==> src/rtl/dmem_arb_pkg.sv <==
// Shared types and defaults for the two-port data-memory arbiter.
package dmem_arb_pkg;

    typedef enum logic [1:0] {
        IDLE = 2'd0,
        OWN0 = 2'd1,
        OWN1 = 2'd2
    } arb_state_t;

    // Port index: 0 = CPU load/store unit, 1 = debug/DMA loader.
    typedef logic port_idx_t;

    localparam int DEF_DATA_WIDTH = 32;
    localparam int DEF_ADDR_WIDTH = 32;

endpackage

==> src/rtl/dmem_arb_sat_counter.sv <==
// Saturating event counter; holds at all-ones once full.
module dmem_arb_sat_counter #(
    parameter int WIDTH = 32
) (
    input  logic             clk,
    input  logic             rst_n,
    input  logic             inc,
    output logic [WIDTH-1:0] count
);

    always_ff @(posedge clk or negedge rst_n) begin
        if (!rst_n) begin
            count <= '0;
        end else if (inc && (count != '1)) begin
            count <= count + WIDTH'(1);
        end
    end

endmodule

==> src/rtl/dmem_arbiter.sv <==
// Two-port round-robin arbiter in front of data_memory with bounded bursts.
// Define DMEM_ARB_STATS_EN to add grant/stall statistics counters.
module dmem_arbiter
    import dmem_arb_pkg::*;
#(
    parameter int DATA_WIDTH = DEF_DATA_WIDTH,
    parameter int ADDR_WIDTH = DEF_ADDR_WIDTH,
    parameter int MAX_BURST  = 4
) (
    input  logic                  clk,
    input  logic                  rst_n,
    input  logic                  m0_req,
    input  logic                  m0_we,
    input  logic [ADDR_WIDTH-1:0] m0_addr,
    input  logic [DATA_WIDTH-1:0] m0_wdata,
    output logic                  m0_gnt,
    output logic                  m0_rvalid,
    output logic [DATA_WIDTH-1:0] m0_rdata,
    input  logic                  m1_req,
    input  logic                  m1_we,
    input  logic [ADDR_WIDTH-1:0] m1_addr,
    input  logic [DATA_WIDTH-1:0] m1_wdata,
    output logic                  m1_gnt,
    output logic                  m1_rvalid,
    output logic [DATA_WIDTH-1:0] m1_rdata,
    output logic                  mem_write_en,
    output logic [ADDR_WIDTH-1:0] mem_addr,
    output logic [DATA_WIDTH-1:0] mem_write_data,
`ifdef DMEM_ARB_STATS_EN
    output logic [31:0]           stat_gnt0,
    output logic [31:0]           stat_gnt1,
    output logic [31:0]           stat_stall,
`endif
    input  logic [DATA_WIDTH-1:0] mem_data
);

    localparam int                CNT_W     = $clog2(MAX_BURST) + 1;
    localparam logic [CNT_W-1:0]  BURST_MAX = CNT_W'(MAX_BURST);

    arb_state_t       state, state_next;
    port_idx_t        last_owner, last_next;
    logic [CNT_W-1:0] burst_cnt, cnt_next;
    logic             grant;
    port_idx_t        win;
    port_idx_t        own;
    logic             own_req, oth_req;

    // NOTE: sequential state uses non-blocking assignments so every register
    // samples pre-edge values regardless of block ordering.
    always_ff @(posedge clk or negedge rst_n) begin
        if (!rst_n) begin
            state      <= IDLE;
            last_owner <= 1'b1;
            burst_cnt  <= '0;
        end else begin
            state      <= state_next;
            last_owner <= last_next;
            burst_cnt  <= cnt_next;
        end
    end

    // NOTE: every comb output gets a default first so no path infers a latch.
    always_comb begin
        state_next = state;
        last_next  = last_owner;
        cnt_next   = burst_cnt;
        grant      = 1'b0;
        win        = 1'b0;
        own        = (state == OWN1);
        own_req    = own ? m1_req : m0_req;
        oth_req    = own ? m0_req : m1_req;
        unique case (state)
            IDLE: begin
                if (m0_req || m1_req) begin
                    grant      = 1'b1;
                    win        = (m0_req && m1_req) ? ~last_owner : m1_req;
                    state_next = win ? OWN1 : OWN0;
                    cnt_next   = CNT_W'(1);
                end
            end
            OWN0, OWN1: begin
                if (own_req && ((burst_cnt < BURST_MAX) || !oth_req)) begin
                    grant = 1'b1;
                    win   = own;
                    if (burst_cnt < BURST_MAX) cnt_next = burst_cnt + CNT_W'(1);
                end else if (oth_req) begin
                    grant      = 1'b1;
                    win        = ~own;
                    state_next = own ? OWN0 : OWN1;
                    cnt_next   = CNT_W'(1);
                    last_next  = own;
                end else begin
                    state_next = IDLE;
                    cnt_next   = '0;
                    last_next  = own;
                end
            end
            default: state_next = IDLE;
        endcase
    end

    // Grants are gated by rst_n so an asserted reset silences the memory at once.
    always_comb begin
        m0_gnt         = rst_n && grant && (win == 1'b0);
        m1_gnt         = rst_n && grant && (win == 1'b1);
        mem_write_en   = 1'b0;
        mem_addr       = '0;
        mem_write_data = '0;
        if (rst_n && grant && (win == 1'b0)) begin
            mem_write_en   = m0_we;
            mem_addr       = m0_addr;
            mem_write_data = m0_wdata;
        end else if (rst_n && grant && (win == 1'b1)) begin
            mem_write_en   = m1_we;
            mem_addr       = m1_addr;
            mem_write_data = m1_wdata;
        end
    end

    always_ff @(posedge clk or negedge rst_n) begin
        if (!rst_n) begin
            m0_rvalid <= 1'b0;
            m1_rvalid <= 1'b0;
            m0_rdata  <= '0;
            m1_rdata  <= '0;
        end else begin
            m0_rvalid <= m0_gnt && !m0_we;
            m1_rvalid <= m1_gnt && !m1_we;
            if (m0_gnt && !m0_we) m0_rdata <= mem_data;
            if (m1_gnt && !m1_we) m1_rdata <= mem_data;
        end
    end

`ifdef DMEM_ARB_STATS_EN
    logic stall;
    assign stall = (m0_req && !m0_gnt) || (m1_req && !m1_gnt);

    dmem_arb_sat_counter #(.WIDTH(32)) u_stat_gnt0 (
        .clk(clk), .rst_n(rst_n), .inc(m0_gnt), .count(stat_gnt0)
    );
    dmem_arb_sat_counter #(.WIDTH(32)) u_stat_gnt1 (
        .clk(clk), .rst_n(rst_n), .inc(m1_gnt), .count(stat_gnt1)
    );
    dmem_arb_sat_counter #(.WIDTH(32)) u_stat_stall (
        .clk(clk), .rst_n(rst_n), .inc(stall), .count(stat_stall)
    );
`endif

endmodule

==> config.mk <==
export PLATFORM = sky130hd
export DESIGN_NAME = dmem_arbiter
export DESIGN_NICKNAME = d
export VERILOG_FILES = /design/src/rtl/dmem_arb_pkg.sv /design/src/rtl/dmem_arb_sat_counter.sv /design/src/rtl/dmem_arbiter.sv
export SDC_FILE = /design/constraint.sdc
export NUM_CORES = 1
export LEC_CHECK = 0
export BUFFER_PORTS_ARGS = -buffer_cell sky130_fd_sc_hd__buf_2
export CAP_MARGIN = 20
export CORE_AREA = 2 2 116 118
export CTS_CLUSTER_DIAMETER = 60
export DETAILED_ROUTE_END_ITERATION = 10
export DIE_AREA = 0 0 118 120
export HOLD_SLACK_MARGIN = 0.1
export PLACE_DENSITY = 0.7
export SKIP_LAST_GASP = 1
export SLEW_MARGIN = 30
export SYNTH_ARGS = -nofsm -noshare
export SYNTH_HDL_FRONTEND = slang
export SYNTH_SLANG_ARGS = --single-unit
==> constraint.sdc <==
create_clock -name clk -period 5 [get_ports clk]
set_input_delay 1 -clock clk [delete_from_list [all_inputs] [get_ports clk]]
set_output_delay 1 -clock clk [all_outputs]
set_load 0.01 [all_outputs]
==> impl_metrics.toml <==
[outcome]
outcome = "complete, no violations"

[clock_network]
postCtsHoldBufs = 0
htree_levels = 3
cts_tree = "yes"
cts_root_buf = "clkbuf_16"
clock-sinks = 72
cts_resized = 0
path_clk_slew_ns = 0.06
cts_buffers = 9
clkLatencyLatePin_ns = 0.33
cts_buffer_depth = 2
post_cts_buffers = 0

[synth]
synth.area.top_cells = "dfrtp_1, nand2_1, mux2_2, mux2_4, a21oi_1"
synth.yosys.seq_area_share_pct = 43.8
yosysTopAreaCell = "dfrtp_1"
synth_fa_ha_area_share_pct = 1.52
ys_seq_elements = 72
synthSimpleGateAreaFrac_pct = 16.0
synth_xor_area_share_pct = 0
synth_edf_count = 0
synth_commonest_cells = "nand2_1, a21oi_1, dfrtp_1, mux2_2, mux2_4"
async_flop_share_pct = 100
ys_warn_count = 0
synth_top_family_by_area = "multiplexers"
synth_compound_area_share_pct = 12.3
muxShareOfSynthArea_pct = 21.3
ys_types = 36
yosysTopAreaCellShare_pct = 43.2
ys.flop_type = "dfrtp_1"
syn_area_per_cell_sq_um = 9.27
synthCells = 444
synth_most_common_cell = "nand2_1"
syn_nets = 615
syn_area_sq_um = 4120

[die]
io-pin-count = 299
rows = 42
dieHeight_microns = 120
dieArea_sq_um = 14200
core_area_sq_um = 13000
initial_core_util_pct = 31.7
die_width_microns = 118

[layout]
diodes = 0
area.growth.synth_to_final_pct = 47.5
drive_above_1_share_pct = 54.4
num-nets-final = 896
fin_cells = 906

[power_and_ir_drop]
powerDensity_nw_per_um2 = 610
peakVddDrop_v = 0.000390
power_leakage_nw = 3.38

[detailed_routing]
drc = 0
viasPerCell = 4.64
antenna_left = 0
vias = 4208
drt-pass1-iter-count = 4
wirelength_microns = 14500
drt-initial-drc-count = 197
wire_per_inst_microns = 16.0

[critical_path]
crit_chain = "inv_1, ha_1, nor2_1, a2111oi_0, buf_4, a221o_2, buf_12, nand2_1, a21oi_1, buf_2"
cp-end-kind = "output port"
r2r_start = "state[0]"
cp-start-kind = "flip-flop"
required_ns = 4.00
crit_family = "compound AO/OA/AOI/OAI gates"
crit_slowest_cell = "a2111oi_0"
crit_buf_inv = 4
path_max_fanout = 55
slowest_delay_ns = 0.51
critical_path_arrival_ns = 3.22
crit_type = "reg2out"
cp-startpoint = "state[0]"
reg2reg_slack_ns = 1.36

[global_route]
grt_remaining_overflow = 0
grt_pass1_vias = 4051
grt_max_degree = 73
grt_pass1_wl_microns = 21800
antenna_found_initial = 0
track_usage_pct = 19.7

[timing]
hold_viol = 0
relSlewSlack_pct = 57.1
worstMarginPinSlew_ns = 0.643
drv_slew = 0
layout_min_cycle_time_ns = 4.22
finalSetupViolCount = 0
fmax_mhz = 237
worst_clock_skew_ns = 0.00382
timing.setup.tns_ns = 0
rsz0062_at_grt = "false"
fin_crit_sh_pct = 84.3

[placed_design]
dp.final_hpwl_microns = 11300
port_buffers = 298
placedCellCount = 890
gp_congestion = 0.873

[hold_path]
hp-start = "m0_rdata[31]"
hold_class = "reg2reg"

[flow_run]
drv_cap = 0
==> cell type report <==
cell class	count	area [sq um]
Clock buffer	9	225
Clock inverter	7	55.1
Fill cell	1304	6910
Inverter	8	30.0
Multi-Input combinational cell	329	2130
Sequential cell	72	1800
Tap cell	176	220
Timing Repair Buffer	305	1610
==> metal layers <==
layer / vias up / share of wire, % / GRT usage (%)
met1: 1925 / 41 / 24.3
li1: 2057 / - / -
met2: 211 / 48 / 32.7
met5: - / 0 / 0
met3: 15 / 8.1 / 5.99
met4: 0 / 2.3 / 7.00
==> final timing paths <==
check	to	cells after the start
max	mem_addr[20]	10
min	m0_rdata[31]	1
max reg2reg	m1_rdata[6]	8
min reg2reg	m0_rdata[31]	1
max in group asynchronous	m0_rdata[5]	2
min in group asynchronous	state[1]	2
==> kinds of logic (layout without fill, tap and decap cells) <==
| kind of cell | after synthesis | in the layout |
|---|---|---|
| flops | 72 | 72 |
| simple gates | 162 | 162 |
| buf+inv | 43 | 329 |
| fa+ha+maj | 5 | 5 |
| mux | 68 | 68 |
| compound gates | 94 | 94 |
==> report_power, final <==
| part | switching (mW) | internal [mW] |
|---|---|---|
| Clock | 0.257 | 0.341 |
| Sequential | 0.152 | 0.860 |
| Combinational | 1.16 | 0.933 |
==> cells in the final DEF, fill, tap and decap left out, types with 3 or more instances in the layout <==
master,netlist,final
nand2_1,137,137
a21oi_1,74,74
inv_1,8,8
mux2_2,39,39
buf_2,11,298
clkbuf_16,0,9
buf_12,0,3
mux2_4,29,29
nand2b_1,3,3
dfrtp_1,71,71
nor2_1,8,8
o21ai_0,8,8
ha_1,5,5
nor2b_1,4,4
inv_6,0,3
==> registers in the layout, indices dropped and copies added, names as in the netlist <==
signal,count
last_owner,1
m1_rdata,32
burst_cnt,3
m0_rvalid,1
m1_rvalid,1
state,2
m0_rdata,32
==> stage by stage <==
step | cell area, sq um | utilization [%] | total power [mW] | hold WS [ns] | setup WS [ns]
6_report | 6070 | 46.8 | 3.70 | 0.502 | 0.784
5_1_grt | 6070 | 46.8 | 3.96 | 0.526 | 0.505
4_1_cts | 6070 | 46.7 | 3.73 | 0.506 | 0.784
3_5_place_dp | 5790 | 44.6 | 3.11 | 0.488 | 0.795
3_3_place_gp | 5760 | 44.4 | 3.07 | 0.485 | 0.833
2_1_floorplan | 4120 | - | 2.29 | 0.476 | 1.25
No activity file was read; power rests on OpenSTA's default activity.
